File: config.mk
export PLATFORM = sky130hd
export DESIGN_NAME = bcd_updn_counter_n
export DESIGN_NICKNAME = d
export VERILOG_FILES = /design/src/rtl/bcd_pkg.sv /design/src/rtl/bcd_digit.sv /design/src/rtl/bcd_updn_counter_n.sv
export SDC_FILE = /design/constraint.sdc
export NUM_CORES = 1
export LEC_CHECK = 0
export ABC_CLOCK_PERIOD_IN_PS = 1600
export CELL_PAD_IN_SITES_DETAIL_PLACEMENT = 2
export CELL_PAD_IN_SITES_GLOBAL_PLACEMENT = 2
export CORE_MARGIN = 10
export CORE_UTILIZATION = 25
export CTS_CLUSTER_SIZE = 28
export DETAILED_ROUTE_END_ITERATION = 8
export PLACE_DENSITY = 0.7
export SYNTH_ARGS = -nofsm -noshare
export SYNTH_HDL_FRONTEND = slang
export SYNTH_SLANG_ARGS = --single-unit
File: constraint.sdc
create_clock -name clk -period 1.6 [get_ports clk]
set_input_delay 0.32 -clock clk [delete_from_list [all_inputs] [get_ports clk]]
set_output_delay 0.32 -clock clk [all_outputs]
set_load 0.01 [all_outputs]
File: src/rtl/bcd_pkg.sv
// bcd_pkg -- shared BCD definitions for the up/down BCD counter.
//   bcd_digit_t : one packed BCD digit (4 bits)
//   BCD_MIN     : smallest legal digit value (0)
//   BCD_MAX     : largest legal digit value (9)
//   bcd_clamp() : forces any nibble above 9 down to 9
package bcd_pkg;

  typedef logic [3:0] bcd_digit_t;

  localparam bcd_digit_t BCD_MIN = 4'd0;
  localparam bcd_digit_t BCD_MAX = 4'd9;

  function automatic bcd_digit_t bcd_clamp(input logic [3:0] nib);
    return (nib > BCD_MAX) ? BCD_MAX : nib;
  endfunction

endpackage

File: src/rtl/bcd_digit.sv
// bcd_digit -- one decade of the BCD up/down counter.
// Ports:
//   clk        : clock, rising edge
//   reset      : asynchronous active-high reset, clears the digit
//   step_in    : advance this digit by one (carry/borrow from lower digits)
//   up         : direction, 1 = increment, 0 = decrement
//   load       : load load_digit on the next edge (priority over step_in)
//   load_digit : value to load, already clamped to 0..9 by the parent
//   digit_out  : current digit value
//   at_term    : digit sits at its terminal value for the current
//                direction (9 when up, 0 when down); combinational
module bcd_digit
  import bcd_pkg::*;
(
  input  logic       clk,
  input  logic       reset,
  input  logic       step_in,
  input  logic       up,
  input  logic       load,
  input  logic [3:0] load_digit,
  output logic [3:0] digit_out,
  output logic       at_term
);

  bcd_digit_t digit_q;
  bcd_digit_t digit_d;

  always_comb begin
    digit_d = digit_q;
    if (load) begin
      digit_d = load_digit;
    end else if (step_in) begin
      if (up) begin
        // ">=" also recovers from any out-of-range value
        digit_d = (digit_q >= BCD_MAX) ? BCD_MIN : digit_q + 4'd1;
      end else begin
        digit_d = (digit_q == BCD_MIN) ? BCD_MAX
                : (digit_q > BCD_MAX)  ? BCD_MAX
                : digit_q - 4'd1;
      end
    end
  end

  always_ff @(posedge clk or posedge reset) begin
    if (reset) begin
      digit_q <= BCD_MIN;
    end else begin
      digit_q <= digit_d;
    end
  end

  assign digit_out = digit_q;
  assign at_term   = up ? (digit_q == BCD_MAX) : (digit_q == BCD_MIN);

endmodule

File: src/rtl/bcd_updn_counter_n.sv
// bcd_updn_counter_n -- DIGITS-decade BCD up/down counter with load,
// dual count enables, terminal-count flag and a registered wrap pulse.
// Parameters:
//   DIGITS   : number of BCD digits (1..8)
//   SATURATE : 1 = hold at the terminal value, 0 = wrap around
// Ports:
//   clk      : clock, rising edge
//   reset    : asynchronous active-high reset (count, reload, wrap -> 0)
//   load     : synchronous load of data_in (digits > 9 clamped to 9)
//   enable1  : count enable, ANDed with enable2
//   enable2  : count enable, ANDed with enable1
//   up       : direction, 1 = up, 0 = down
//   data_in  : packed BCD load value, digit 0 in [3:0]
//   count    : packed BCD count, digit 0 in [3:0]
//   tc       : combinational terminal count (all 9s up, all 0s down)
//   wrap     : one-cycle pulse after each terminal step that wrapped
// Build option:
//   BCD_COUNTER_AUTORELOAD_EN : with SATURATE=0, a down-mode terminal
//   step reloads the last loaded (clamped) value instead of 9...9.
module bcd_updn_counter_n
  import bcd_pkg::*;
#(
  parameter int DIGITS   = 2,
  parameter int SATURATE = 0
) (
  input  logic                clk,
  input  logic                reset,
  input  logic                load,
  input  logic                enable1,
  input  logic                enable2,
  input  logic                up,
  input  logic [4*DIGITS-1:0] data_in,
  output logic [4*DIGITS-1:0] count,
  output logic                tc,
  output logic                wrap
);

  localparam int   W   = 4 * DIGITS;
  localparam logic SAT = (SATURATE != 0);

  logic [DIGITS-1:0] at_term;
  logic [DIGITS-1:0] step_in;
  logic [W-1:0]      data_clamped;
  logic [W-1:0]      load_val;
  logic              step_req;
  logic              term_step;
  logic              hold;
  logic              reload_now;
  logic              step_en;
  logic              digit_load;
  logic              wrap_d;
  logic              wrap_q;

  always_comb begin
    data_clamped = '0;
    for (int k = 0; k < DIGITS; k++) begin
      data_clamped[4*k +: 4] = bcd_clamp(data_in[4*k +: 4]);
    end
  end

  assign step_req  = ~load & enable1 & enable2;
  assign tc        = &at_term;
  assign term_step = step_req & tc;
  assign hold      = term_step & SAT;

`ifdef BCD_COUNTER_AUTORELOAD_EN
  logic [W-1:0] reload_q;
  logic [W-1:0] reload_d;

  assign reload_d   = load ? data_clamped : reload_q;
  assign reload_now = term_step & ~up & ~SAT;
  assign load_val   = load ? data_clamped : reload_q;

  always_ff @(posedge clk or posedge reset) begin
    if (reset) begin
      reload_q <= '0;
    end else begin
      reload_q <= reload_d;
    end
  end
`else
  assign reload_now = 1'b0;
  assign load_val   = data_clamped;
`endif

  // A reload replaces the normal wrap, so the step chain is suppressed.
  assign step_en    = step_req & ~hold & ~reload_now;
  assign digit_load = load | reload_now;

  // Ripple carry/borrow: digit k steps only when every lower digit is at
  // its terminal value for the current direction.
  always_comb begin
    logic carry;
    step_in = '0;
    carry   = step_en;
    for (int k = 0; k < DIGITS; k++) begin
      step_in[k] = carry;
      carry      = carry & at_term[k];
    end
  end

  for (genvar g = 0; g < DIGITS; g++) begin : g_digit
    bcd_digit u_digit (
      .clk        (clk),
      .reset      (reset),
      .step_in    (step_in[g]),
      .up         (up),
      .load       (digit_load),
      .load_digit (load_val[4*g +: 4]),
      .digit_out  (count[4*g +: 4]),
      .at_term    (at_term[g])
    );
  end

  // Held saturating steps do not pulse; wraps and reloads do.
  assign wrap_d = term_step & ~SAT;

  always_ff @(posedge clk or posedge reset) begin
    if (reset) begin
      wrap_q <= 1'b0;
    end else begin
      wrap_q <= wrap_d;
    end
  end

  assign wrap = wrap_q;

endmodule

== After elaboration in Yosys (flattened, before gate mapping) ==
Index checks and enable logic that the tools add are counted.

* Flip-flop bits (word level): 9
* Output and inout port bits: 10
* Word-level logic and storage cells: 41

* Add/sub/neg operators: 4
* Magnitude comparators: 6
* Equal/unequal tests: 2
* Muxes and demuxes: 16
* Bitwise gates (word level): 5
* Reductions and logical operators: 5

{| class="wikitable"
|+ Operators by type and width
! cell !! count
|-
| $mux W4 || 14
|-
| $gt A4 B4 Y1 const B || 4
|-
| $add A4 B1 Y4 const B || 2
|-
| $eq A4 B4 Y1 const B || 2
|-
| $ge A4 B4 Y1 const B || 2
|-
| $logic_not A4 Y1 || 2
|-
| $sub A4 B1 Y4 const B || 2
|-
| $and A1 B1 Y1 || 4
|-
| $reduce_bool A2 Y1 || 2
|-
| $mux W1 || 2
|-
| $reduce_and A2 Y1 || 1
|-
| $not A1 Y1 || 1
|}

== Depth between registers and ports, before layout ==
Gate-level depths: netlist of the first run.

* Word-level depth: 6
* Depth in mapped cells: 7

== By module ==
Synthesis of the first run repeated with hierarchy kept, for this count alone.

* Cells, all modules: 128
* Area, all modules: 1,026.0 um2

{| class="wikitable"
|+ By module, submodules not included
! module !! instances !! cells an instance !! area an instance (um2) !! seq. area each (um2)
|-
| bcd_digit || 2 || 56 || 456.7 || 100.1
|-
| bcd_updn_counter_n || 1 || 16 || 112.6 || 25.0
|}

== Worst setup path before layout of the first run ==
No wires, ideal clock.

* Path type: register to register
* From: register g_digit[0].u_digit.digit_q[0]
* To: register g_digit[0].u_digit.digit_q[2]
* Setup time: 0.143 ns
* Arrival: 1.581 ns
* Required time: 1.457 ns
* Path slack: -0.125 ns
* Stages on the path, launching flop included: 8
* Buffers on the path: 0
* Clock period less this slack: 1.725 ns
* Cells stage by stage: dfrtp_1 -> inv_1 -> ha_1 -> nor3b_2 -> nor2b_1 -> o22ai_1 -> a221oi_1 -> a21oi_1

* Word-level cells in the longest chain between the ends: 6

{| class="wikitable"
|+ RTL lines
! what !! RTL line !! RTL
|-
| start, declared || bcd_digit.sv:25 || <nowiki>bcd_digit_t digit_q;</nowiki>
|-
| start signal, assigned || bcd_digit.sv:48 || <nowiki>digit_q <= digit_d;</nowiki>
|-
| $sub A4 B1 Y4 or $gt A4 B4 Y1 (tied branches) || bcd_digit.sv:39, bcd_digit.sv:38 ||
|-
| $mux W4 || bcd_digit.sv:38 || <nowiki>: (digit_q > BCD_MAX) ? BCD_MAX</nowiki>
|-
| $mux W4 || bcd_digit.sv:37 || <nowiki>digit_d = (digit_q == BCD_MIN) ? BCD_MAX</nowiki>
|-
| $mux W4 * || bcd_digit.sv:33 || <nowiki>if (up) begin</nowiki>
|-
| $mux W4 * || bcd_digit.sv:32 || <nowiki>end else if (step_in) begin</nowiki>
|-
| $mux W4 * || bcd_digit.sv:30 || <nowiki>if (load) begin</nowiki>
|}

Every way passes the cells marked *; elsewhere a longest branch is shown, timed or not. The select of a mux whose other input is x is not followed.
A chain may end at the register's enable or synchronous reset.

== Worst setup path after layout of the first run ==
* From: register g_digit[0].u_digit.digit_q[1]
* To: output tc

* Word-level cells in the longest chain between the ends: 3

{| class="wikitable"
|+ RTL lines
! what !! RTL line !! RTL
|-
| $eq A4 B4 Y1 or $logic_not A4 Y1 (tied branches) || bcd_digit.sv:53 || <nowiki>assign at_term = up ? (digit_q == BCD_MAX) : (digit_q == BCD_MIN);</nowiki>
|-
| $mux W1 * || bcd_digit.sv:53 ||
|-
| $reduce_and A2 Y1 * || bcd_updn_counter_n.sv:62 || <nowiki>assign tc = &at_term;</nowiki>
|-
| end, declared || bcd_updn_counter_n.sv:34 || <nowiki>output logic tc,</nowiki>
|}

Every way passes the cells marked *; elsewhere a longest branch is shown, timed or not.

==> results_dict.tcl, run 1 <==
set metrics [dict create \
    synth-seq-cells 9 \
    wl_per_cell_um 19.47 \
    final.fill_count 418 \
    layout-drive-gt1-share_pct 44.69 \
    cts_sinks 9 \
    dr.first_iter.drc_count 28 \
    yosysSeqAreaShare_pct 23.14 \
    ys_async_sr_fraction_pct 100.0 \
    synth_area_um2 973.4 \
    hold_path.class "in -> async" \
    cts_max_path_buffers 2 \
    critical_path_class "reg -> out" \
    ant_nets 0 \
    synthTopCellsByArea "dfrtp_1 (23%), ha_1 (10%), o31ai_1 (5.4%)" \
    cp_max_fo 3 \
    synth_edf_count 0 \
    grt_pass1_wl_um 7162 \
    yosysTopAreaCellShare_pct 23.14 \
    globalplace.congestion 0.8051 \
    synth_cell_types 40 \
    syn_nets 141 \
    drt-vias-per-instance 5.159 \
    clockRootBuffer "clkbuf_8" \
    timing.rr.start "g_digit[0].u_digit.digit_out[0]" \
    io_buffers 23 \
    leakage_uw 0.0007353 \
    die_area_um2 6790 \
    whs_ns 0.3843 \
    fin_tns_setup_ns -1.198 \
    antenna_found_initial 0 \
    synthTopCellsByCount "dfrtp_1 (9), inv_1 (9), ha_1 (8), nand2_1 (8), nor3_1 (8)" \
    syn2layout_area_growth_pct 81.11 \
    grtUsageTotal_pct 13.59 \
    post-route-period-util_pct 113.4 \
    vias 1171 \
    ys_warn_count 0 \
    clk_latency_ns 0.23 \
    grt-ovfl-total 0 \
    drc 0 \
    rows 22 \
    design.portCount 24 \
    clk_pin_slew_ns 0.05 \
    firstDrtPassIters 4 \
    worst_pin_slew_ns 0.3455 \
    outcome "complete, but fails checks" \
    cts-htree-levels 1 \
    setup_violations 9 \
    p_per_area_nw_per_um2 1032 \
    power_uw 1819 \
    die_x_um 82.40 \
    r2r-end "g_digit[1].u_digit.digit_out[2]" \
    netlist_instances 119 \
    start_util_pct 26.20 \
    cts_buffers 3 \
    cts_tree "yes" \
    arrival_ns 1.49 \
    setup_slack_ns -0.2138 \
    cp-start-kind "flop" \
    skew_ns 0.001034 \
    max_cap_violations 0 \
    worst_setup_path_end_kind "output port" \
    dp_hpwl_um 3089 \
    rsz0062_at_grt "true" \
    grt_max_degree 13 \
    fp.coreArea_um2 3716 \
    synth_area_per_cell_um2 8.180 \
    grt_pass1_vias 1341 \
    required_ns 1.28 \
    irDropWorstVdd_v 0.0004052 \
    period_needed_ns 1.814 \
    wirelength_um 4419 \
    hold_viol 0 \
    die_y_um 82.40 \
    synth_top_area_cell "dfrtp_1" \
    antenna_cells 0 \
    violations "setup timing" \
    fin_nets 202 \
    maxSlewHeadroom_pct 76.94 \
    yosys_most_used_dff "dfrtp_1" \
    r2r_slack_ns -0.19 \
    r2r_cells 8 \
    slew_violations 0 \
    max_freq_ghz 0.5513 \
]
where the power goes:
part / internal, µW / switching (µW) / leakage (µW)
Sequential: 277 / 44.3 / 0.000109
Combinational: 610 / 627 / 0.000603
Clock: 173 / 86.6 / 0.0000228
critical path, stage by stage, from the launching register on:
cell and delay [ns]:
dfrtp_2 0.42, inv_4 0.09, ha_4 0.16, nand2b_4 0.06, o31ai_4 0.20, and3_4 0.23
buf_6 0.10
layout by cell type (no fill, tap or decap), types with 2 or more instances in the layout:
master            n
a31oi_1           3
a21oi_1           4
ha_2              2
clkdlybuf4s50_1  13
o31ai_4           2
buf_4            32
dlygate4sd2_1     9
o31ai_1           3
nor2b_1           2
nand3_1           4
o21ai_0           4
ha_1              2
clkbuf_8          3
nand3b_1          2
nor3_1            7
inv_1             4
a211oi_2          2
dfrtp_2           2
o21ai_1           4
nand2_1           7
ha_4              4
a2bb2oi_2         2
nor2_1            7
nor3b_2           2
o31ai_2           3
buf_6             8
nand4b_1          2
dfrtp_1           7
o21bai_1          2
inv_2             4
stage by stage:
step	utilization [%]	cells	setup slack (ns)	cell area (µm²)
floorplan	-	119	0.0001371	992.2
finish	47.44	227	-0.2138	1763
global placement	39.39	214	-0.6091	1464
detailed placement	39.39	214	-0.6521	1464
global route	47.44	227	-0.2721	1763
CTS	47.34	228	-0.2193	1759
worst max-delay path by stage:
stage / endpoint / slack [ns] / from
finish: tc / -0.21 / g_digit[0].u_digit.digit_out[1]
global placement: tc / -0.61 / up
CTS: tc / -0.22 / g_digit[0].u_digit.digit_out[1]
floorplan: g_digit[0].u_digit.digit_out[2] / 0.0001 / g_digit[0].u_digit.digit_out[0]
detailed placement: tc / -0.65 / up
global route: g_digit[0].u_digit.digit_out[2] / -0.27 / g_digit[0].u_digit.digit_out[1]
sequential cells by signal, summed over array words and instances (netlist names):
| name | count |
|---|---|
| g_digit.u_digit.digit_out | 8 |
| wrap | 1 |
kinds of logic (layout without fill, tap and decap cells):
| group | count (synthesis) | after routing | synth area share, % |
|---|---|---|---|
| fa+ha+maj | 8 | 8 | 10.28 |
| xor+xnor | 1 | 1 | 0.8999 |
| buf+inv | 16 | 76 | 8.739 |
| flops | 9 | 9 | 23.14 |
| mux | 1 | 1 | 1.028 |
| compound gates | 40 | 40 | 29.43 |
| simple gates | 44 | 44 | 26.48 |
routing by layer:
layer / up-vias / part of all wire, % / global-route usage [%]
met3: 6 / 2.3 / 1.512
met1: 574 / 37 / 13.17
met2: 24 / 59 / 28.54
li1: 567 / - / -
met4: 0 / 1.9 / 4.082
met5: - / 0 / 0
area by class of cell:
cell class | count | area [µm²] | area share [%]
flip-flops and latches | 9 | 227.7 | 12.92
repair buffers | 63 | 554.3 | 31.44
multi-input cells | 94 | 839.6 | 47.62
clock buffers | 4 | 45.04 | 2.555
inverters | 9 | 36.28 | 2.058
well taps | 48 | 60.06 | 3.407
timing repair:
action                     in CTS  in global routing
pin swaps                      24                  5
gates resized for setup        58                  4
setup endpoints to repair      16                  9
hold buffers                    0                  0
buffers inserted               11                  0
(Power assumes the default switching activity.)
==> run 2: changes to the inputs <==
- ABC_CLOCK_PERIOD_IN_PS: 1600 -> 2200
- PLACE_DENSITY: 0.7 -> 0.68
- clock period: 1.6 -> 2.2 ns (I/O delays scaled with it)
==> results_dict.tcl, run 2 (synthesis results as in run 1) <==
set metrics [dict create \
    required_ns 1.76 \
    fp.coreArea_um2 3716 \
    grt_pass1_wl_um 6182 \
    drc 0 \
    ant_nets 0 \
    dp_hpwl_um 2864 \
    clockRootBuffer "clkbuf_8" \
    rsz0062_at_grt "false" \
    design.portCount 24 \
    r2r_slack_ns 0.22 \
    cts_tree "yes" \
    die_area_um2 6790 \
    clk_latency_ns 0.24 \
    arrival_ns 1.70 \
    p_per_area_nw_per_um2 759.9 \
    cp-endpoint "tc" \
    cts_sinks 9 \
    cts-htree-levels 1 \
    cp_max_fo 3 \
    setup_violations 0 \
    fin_nets 185 \
    r2r_cells 9 \
    power_uw 1105 \
    grt-ovfl-total 0 \
    crit_chain "inv_1 > ha_2 > nand2b_4 > o31ai_4 > and3_4 > clkdlybuf4s15_2" \
    irDropWorstVdd_v 0.0002415 \
    skew_ns 0.008620 \
    slew_violations 0 \
    io_buffers 23 \
    globalplace.congestion 0.7914 \
    timing.rr.start "g_digit[0].u_digit.digit_out[0]" \
    layout_commonest_cell "buf_4" \
    worst_pin_slew_ns 0.7183 \
    hold_viol 0 \
    layout-drive-gt1-share_pct 22.84 \
    period_needed_ns 2.142 \
    grtUsageTotal_pct 11.56 \
    cp_slowest_cell "dfrtp_1" \
    largest_reg_flops 8 \
    syn2layout_area_growth_pct 49.36 \
    max_cap_violations 0 \
    leakage_uw 0.0006069 \
    antenna_cells 0 \
    vias 1076 \
    final_cell_mix "buf_4 (22), clkdlybuf4s50_1 (21), dfrtp_1 (9)" \
    clk_pin_slew_ns 0.05 \
    hold_path.class "in -> async" \
    cts_buffers 3 \
    grt_max_degree 15 \
    slowest_delay_ns 0.42 \
    critical_path_class "reg -> out" \
    final.fill_count 429 \
    place_inst 203 \
    outcome "finished clean" \
    firstDrtPassIters 4 \
    wl_per_cell_um 17.99 \
    post-route-period-util_pct 97.38 \
    grt_pass1_vias 1201 \
    dr.first_iter.drc_count 35 \
    worst_setup_path_end_kind "output port" \
    die_x_um 82.40 \
    antenna_found_initial 0 \
    cts_max_path_buffers 2 \
    wirelength_um 3777 \
    critPathTopFamily "flip-flops" \
    cp-start-kind "flop" \
    cp_num_buf_inv 2 \
    r2r-end "g_digit[1].u_digit.digit_out[2]" \
    start_util_pct 26.20 \
    drt-vias-per-instance 5.124 \
    cp-startpoint "g_digit[0].u_digit.digit_out[0]" \
    max_freq_ghz 0.4668 \
    die_y_um 82.40 \
    instances_no_fill 210 \
    cp_num_cells 6 \
    rows 22 \
    maxSlewHeadroom_pct 52.11 \
]
run 2: cell types whose count changed in the layout (fill, tap and decap cells not counted), sizes merged:
cell           change
buf               -18
clkbuf             -1
clkdlybuf4s15      +1
clkdlybuf4s50      +8
clkinv             +1
dlygate4sd2        -8
run 2: worst min-delay path by stage:
stage / end / slack (ns) / cells past startpoint
floorplan: g_digit[0].u_digit.digit_out[0] / 0.27 / 1
CTS: wrap / 0.51 / 2
global placement: g_digit[1].u_digit.digit_out[1] / 0.63 / 3
finish: g_digit[0].u_digit.digit_out[3] / 0.48 / 2
detailed placement: g_digit[1].u_digit.digit_out[1] / 0.64 / 3
global route: g_digit[0].u_digit.digit_out[3] / 0.53 / 2
run 2: power by group:
| part | leakage (µW) | switching, µW | internal [µW] | total (µW) |
|---|---|---|---|---|
| registers | 0.000111 | 37.2 | 200 | 237 |
| logic | 0.000470 | 344 | 328 | 671 |
| clock network | 0.0000255 | 72.6 | 124 | 197 |
| total | 0.000607 | 453 | 651 | 1100 |
run 2: area by class of cell:
cell class	instances	area [µm²]	share of cell area [%]
multi-input combinational	94	681.9	46.90
tap	48	60.06	4.131
timing repair buffer	46	406.6	27.97
clock inverter	1	5.005	0.3442
sequential	9	225.2	15.49
inverter	9	33.78	2.324
clock buffer	3	41.29	2.840
run 2: per-stage QoR:
step	instance area (µm²)	hold slack, ns	util, %	TNS (ns)	setup slack (ns)
after floorplan	973.4	0.2679	-	0	0.3880
after global placement	1363	0.6256	36.67	-0.2901	-0.2901
after detailed placement	1363	0.6400	36.67	-0.3193	-0.3193
after CTS	1426	0.5074	38.38	0	0.001432
after global routing	1454	0.5280	39.12	0	0.007009
final	1454	0.4804	39.12	0	0.05760
run 2: repair_timing:
action                     CTS  global route
setup buffers                2             1
setup endpoints to repair    1             1
pin swaps                    1             1
hold buffers                 0             0
gates resized for setup      5             5
run 2: worst register-to-register path: stages (launching register included):
cell and delay [ns]:
dfrtp_1 0.42, buf_6 0.14, ha_2 0.18, nand4b_1 0.14
o31ai_4 0.10, buf_4 0.14, buf_4 0.14, a31oi_4 0.30
mux2i_1 0.22, a41oi_1 0.05
run 2: routing by layer:
layer	GRT usage [%]	part of all wire, %	vias up
li1	-	-	529
met1	14.76	48	524
met2	19.83	49	19
met3	1.188	1.8	4
met4	3.571	1.1	0
met5	0	0	-
==> patch 1, RTL diff (config.mk and constraints of run 1) <==
The parameter `DIGITS` goes from 2 to 4.
--- a/src/rtl/bcd_updn_counter_n.sv
+++ b/src/rtl/bcd_updn_counter_n.sv
@@ -22,3 +22,3 @@
 #(
-  parameter int DIGITS   = 2,
+  parameter int DIGITS   = 4,
   parameter int SATURATE = 0
Interface: changed (resized count and data_in); port bits go from 24 to 40. The function was not compared with the original's and may differ.
==> patch 1 against run 1 <==
  * The run still ends with setup timing left
  * Setup slack got worse by 0.35 ns
  * Synthesized area increased by 90%
  * Total power increased by 22%
  * Final area increased by 82%
  * Wire length increased by 110%
  * Sequential cell count increased by 8
  * Synthesized cell count increased by 95%
  * Global-route usage increased by 1.8 points
  * Highest routed layer unchanged
==> patch 1: results (changes against run 1) <==
Reg power frac=24.0% (+6.3 points); Synth area leaders=dfrtp_1, ha_1, a21oi_1; TNS Setup=-7.30 ns (-6.10 ns); filler instances=813 (+94%); status=finished, violations left; synth unique cells=54 (+35%); Total GRT Usage=15.4% (+1.8 points); GPL Wtd Cong=0.793 (-1.5%); largest net degree at the start of global routing=18 (+5); Buffers on Ports=39 (+70%); Mapped Nets=270 (+91%); comb_multi_in=174 (+85%); final setup vio count=18 (+9); Post-Place Cells=419 (+96%); final setup margin=-0.560 ns (-0.346 ns); Synth Register Bits=17 (+8); Post-CTS Setup Bufs=12 (+1); Data buffer area share=31.5% (about the same); met1 usage=16.6% (+3.5 points); post-cts sizing count=71 (+22%); register share of the cell area=13.4% (+0.51 points); Nets=379 (+88%); Syn Area/Cell=7.97 µm² (-2.6%); Signal inverters=25 (+16); register area share after synthesis=23.0% (-0.13 points); share of cells above drive strength 1=41.5% (-3.2 points); met3 WL=250 µm (+150%); failing checks=setup timing; met3 Usage GRT=1.81% (+0.30 points); via count=2307 (+97%); dpl hpwl=5890 µm (+91%); Logic power comb=0.00133 W (+7%); RR Endpoint=g_digit[0].u_digit.digit_out[2]; Worst EP arrival=1.84 ns (+0.35 ns); clock latency on the worst-skew pair=0.27 ns (+0.04 ns); r2r worst-path depth=9 (+1); Int Pwr=0.00132 W (+24%); CLK BUF=3 (-1); Metal-1 WL=3740 µm (+130%); relative slew slack=63.4% (-14 points); First DRT Iteration DRCs=56 (+100%); LEAKAGE=1.36 nW (+84%); reg-to-reg setup timing slack=-0.53 ns (-0.34 ns); Routed WL per cell=21.1 µm (+8.1%); Post-synth top cells=inv_1, a21oi_1, dfrtp_1, o21ai_0, ha_1; worst hold path class=input port to async pin; non-clock buffer count=120 (+90%); CP top delay family=simple AND/OR/NAND/NOR gates; Multi-input gate area=1510 µm² (+79%); met2 Use GR=30.0% (+1.5 points); vias in the first global route=2604 (+94%); routed wire length on met2=5040 µm (+95%)
==> patch 1: changes by cell type after synthesis, sizes merged, moves of 5 or more <==
| cell | change |
|---|---|
| o211ai | +5 |
| a21oi | +16 |
| inv | +16 |
| clkbuf | +10 |
| ha | +8 |
| o21ai | +16 |
| dfrtp | +8 |
==> patch 1: through the flow <==
step	power, W	hold slack (ns)	cell area [µm²]	worst slack, ns	utilization (%)
2_1_floorplan	0.00106	0.246	1880	-0.229	-
3_3_place_gp	0.00161	0.603	2810	-0.945	39.0
3_5_place_dp	0.00165	0.611	2810	-0.961	39.0
4_1_cts	0.00214	0.375	3140	-0.464	43.5
5_1_grt	0.00235	0.412	3210	-0.647	44.6
6_report	0.00222	0.373	3210	-0.560	44.6
==> patch 1: cell families after synthesis <==
kind of cell / count (synthesis) / synth area share [%]
flops: 17 / 23.0
xor+xnor: 1 / 0.474
mux: 2 / 1.42
fa+ha+maj: 16 / 10.8
simple gates: 60 / 20.0
buf+inv: 41 / 9.68
compound gates: 95 / 34.6
==> patch 2, RTL diff (config.mk and constraints of run 1) <==
Without the edit above. Register the inputs `enable1`, `enable2` and `data_in` before use, with the module's reset. The logic sees them one clock later. The other inputs are not delayed to match.
--- a/src/rtl/bcd_updn_counter_n.sv
+++ b/src/rtl/bcd_updn_counter_n.sv
@@ -40,2 +40,18 @@
 
+  logic enable1_q;
+  logic enable2_q;
+  logic [4*DIGITS-1:0] data_q;
+
+  always_ff @(posedge clk or posedge reset) begin
+    if (reset) begin
+      enable1_q <= '0;
+      enable2_q <= '0;
+      data_q    <= '0;
+    end else begin
+      enable1_q <= enable1;
+      enable2_q <= enable2;
+      data_q    <= data_in;
+    end
+  end
+
   logic [DIGITS-1:0] at_term;
@@ -56,3 +72,3 @@
     for (int k = 0; k < DIGITS; k++) begin
-      data_clamped[4*k +: 4] = bcd_clamp(data_in[4*k +: 4]);
+      data_clamped[4*k +: 4] = bcd_clamp(data_q[4*k +: 4]);
     end
@@ -60,3 +76,3 @@
 
-  assign step_req  = ~load & enable1 & enable2;
+  assign step_req  = ~load & enable1_q & enable2_q;
   assign tc        = &at_term;
Formal check against the unedited RTL: not equivalent (a bounded check fails within 4 cycles, from zero or initial values and one cycle with reset high).
==> patch 2 against run 1 <==
  * The flow still finishes with violations (setup timing)
  * Total power shrank 15%
  * Critical path depth is the same
  * Setup slack lost 0.27 ns
  * Global-route usage shrank 2.3 points
  * Synthesized area grew 27%
  * Wire length grew 3.6%
  * Sequential cell count grew 10
  * Final area grew 13%
  * Combinational power shrank 48%
==> patch 2: results (changes against run 1) <==
DP Area=1780 µm² (+22%); LEAKAGE=0.865 nW (+18%); worst slew pin tran=0.414 ns (+0.0683 ns); Peak VDD IR=347 µV (-14%); pre-CTS WS=-0.860 ns (-0.208 ns); Reg power frac=35.4% (+18 points); Buffers on Ports=23 (unchanged); dpl hpwl=3420 µm (+11%); Clk pin slew, worst setup/hold paths=0.08 ns (+0.03 ns); Total GRT Usage=11.3% (-2.3 points); Root Driver=clkbuf_8; final setup margin=-0.481 ns (-0.267 ns); Post-Place Cells=246 (+15%); clock latency on the worst-skew pair=0.27 ns (+0.04 ns); H-tree levels=1 (unchanged); final setup vio count=10 (+1); via count=1230 (+5.0%); Yosys Warn Count=0 (unchanged); CTS Buf Count=3 (unchanged); Post-synth top cells=dfrtp_1, nand2_1, ha_1, inv_1; worst hold path class=input port to async pin; Mapped Nets=153 (+8.5%); CTS max path bufs=2 (unchanged); status=finished, violations left; failing checks=setup timing; first-pass GRT wire length=7500 µm (+4.7%); share of cells above drive strength 1=38.4% (-6.3 points); Nets=213 (+5.4%); Routed WL per cell=17.8 µm (-8.5%); Cells after Synth=131 (+10%); Final Max Tran Viols=0 (unchanged); vias in the first global route=1407 (+4.9%); largest net degree at the start of global routing=23 (+10); GPL Wtd Cong=0.873 (+8.4%); diodes inserted=0 (unchanged); Fin Clk Skew=0.0137 ns (+0.0127 ns); Worst EP arrival=1.76 ns (+0.27 ns); First DRT Iteration DRCs=46 (+64%); Int Pwr=0.00103 W (-3.3%); synth unique cells=49 (+23%); register area share after synthesis=38.5% (+15 points); Crit Path Max Fanout=2 (-1); WL final=4580 µm (+3.6%); Synth area leaders=dfrtp_1, ha_1, nand2_1
patch 2: cell types whose count changed after synthesis, sizes merged, moves of 3 or more:
cell    change
o31ai       -6
a31oi       -4
o21ai       -6
dfrtp      +10
nand2b      +4
buf         -3
a21oi       +3
clkbuf      +3
patch 2: final cells by class:
type | instances | area, µm²
inverters | 8 | 35.0
repair buffers | 62 | 534
flip-flops and latches | 19 | 482
clock buffers | 3 | 41.3
multi-input cells | 97 | 817
well taps | 67 | 83.8
clock inverters | 1 | 5.00
fillers | 551 | 2760
patch 2: power by group through the flow:
stage               clock (W)  combinational (W)  sequential [W]
floorplan                   0           0.000264        0.000572
global placement            0           0.000539        0.000557
detailed placement          0           0.000567        0.000560
CTS                  0.000369           0.000623        0.000546
global route         0.000393           0.000714        0.000553
finish               0.000353           0.000649        0.000548
patch 2: repair_timing:
item | CTS | global route
pin swaps | 8 | 9
resized for setup | 32 | 10
hold buffers | 0 | 0
setup buffers | 6 | 4
setup endpoints to repair | 18 | 10
patch 2: cell families after synthesis:
| logic type | count (synthesis) | share of synthesized area [%] |
|---|---|---|
| adders and majority gates | 8 | 8.11 |
| AOI/OAI and AO/OA | 33 | 19.5 |
| xor gates and xnor gates | 3 | 2.13 |
| buffers and inverters | 15 | 5.37 |
| muxes | 2 | 1.72 |
| and+or+nand+nor | 51 | 24.6 |
| DFF | 19 | 38.5 |
patch 2: worst max-delay path: stages, from the launching register on:
cell     delay (ns)
dfrtp_2        0.43
inv_4          0.07
ha_4           0.13
or4b_4         0.46
and2_4         0.17
nor3_4         0.09
buf_2          0.15
patch 2: final timing paths:
kind                                                        end                            start  cells past startpoint  slack, ns
worst max-delay path                                         tc  g_digit[0].u_digit.digit_out[1]                      6      -0.48
worst min-delay path                                  data_q[0]                            reset                      3       0.39
worst max register to register  g_digit[1].u_digit.digit_out[2]  g_digit[0].u_digit.digit_out[1]                      9      -0.44
worst min register to register  g_digit[1].u_digit.digit_out[2]                        data_q[7]                      1       0.52
max in group asynchronous       g_digit[1].u_digit.digit_out[1]                            reset                      3       0.97
min in group clk                                      data_q[2]                       data_in[2]                      1       0.48
patch 2: per-stage QoR:
stage          TNS [ns]  hold WS, ns
3_5_place_dp      -4.40        0.507
5_1_grt           -4.22        0.415
4_1_cts           -3.15        0.408
3_3_place_gp      -3.68        0.497
2_1_floorplan    -0.524        0.271
6_report          -3.50        0.388
patch 2: metal layers:
metal	global-route usage, %	up-vias	share of wire [%]
li1	-	591	-
met4	2.39	0	0.66
met3	2.58	5	3.1
met1	13.8	610	45
met5	0	-	0
met2	19.7	24	51
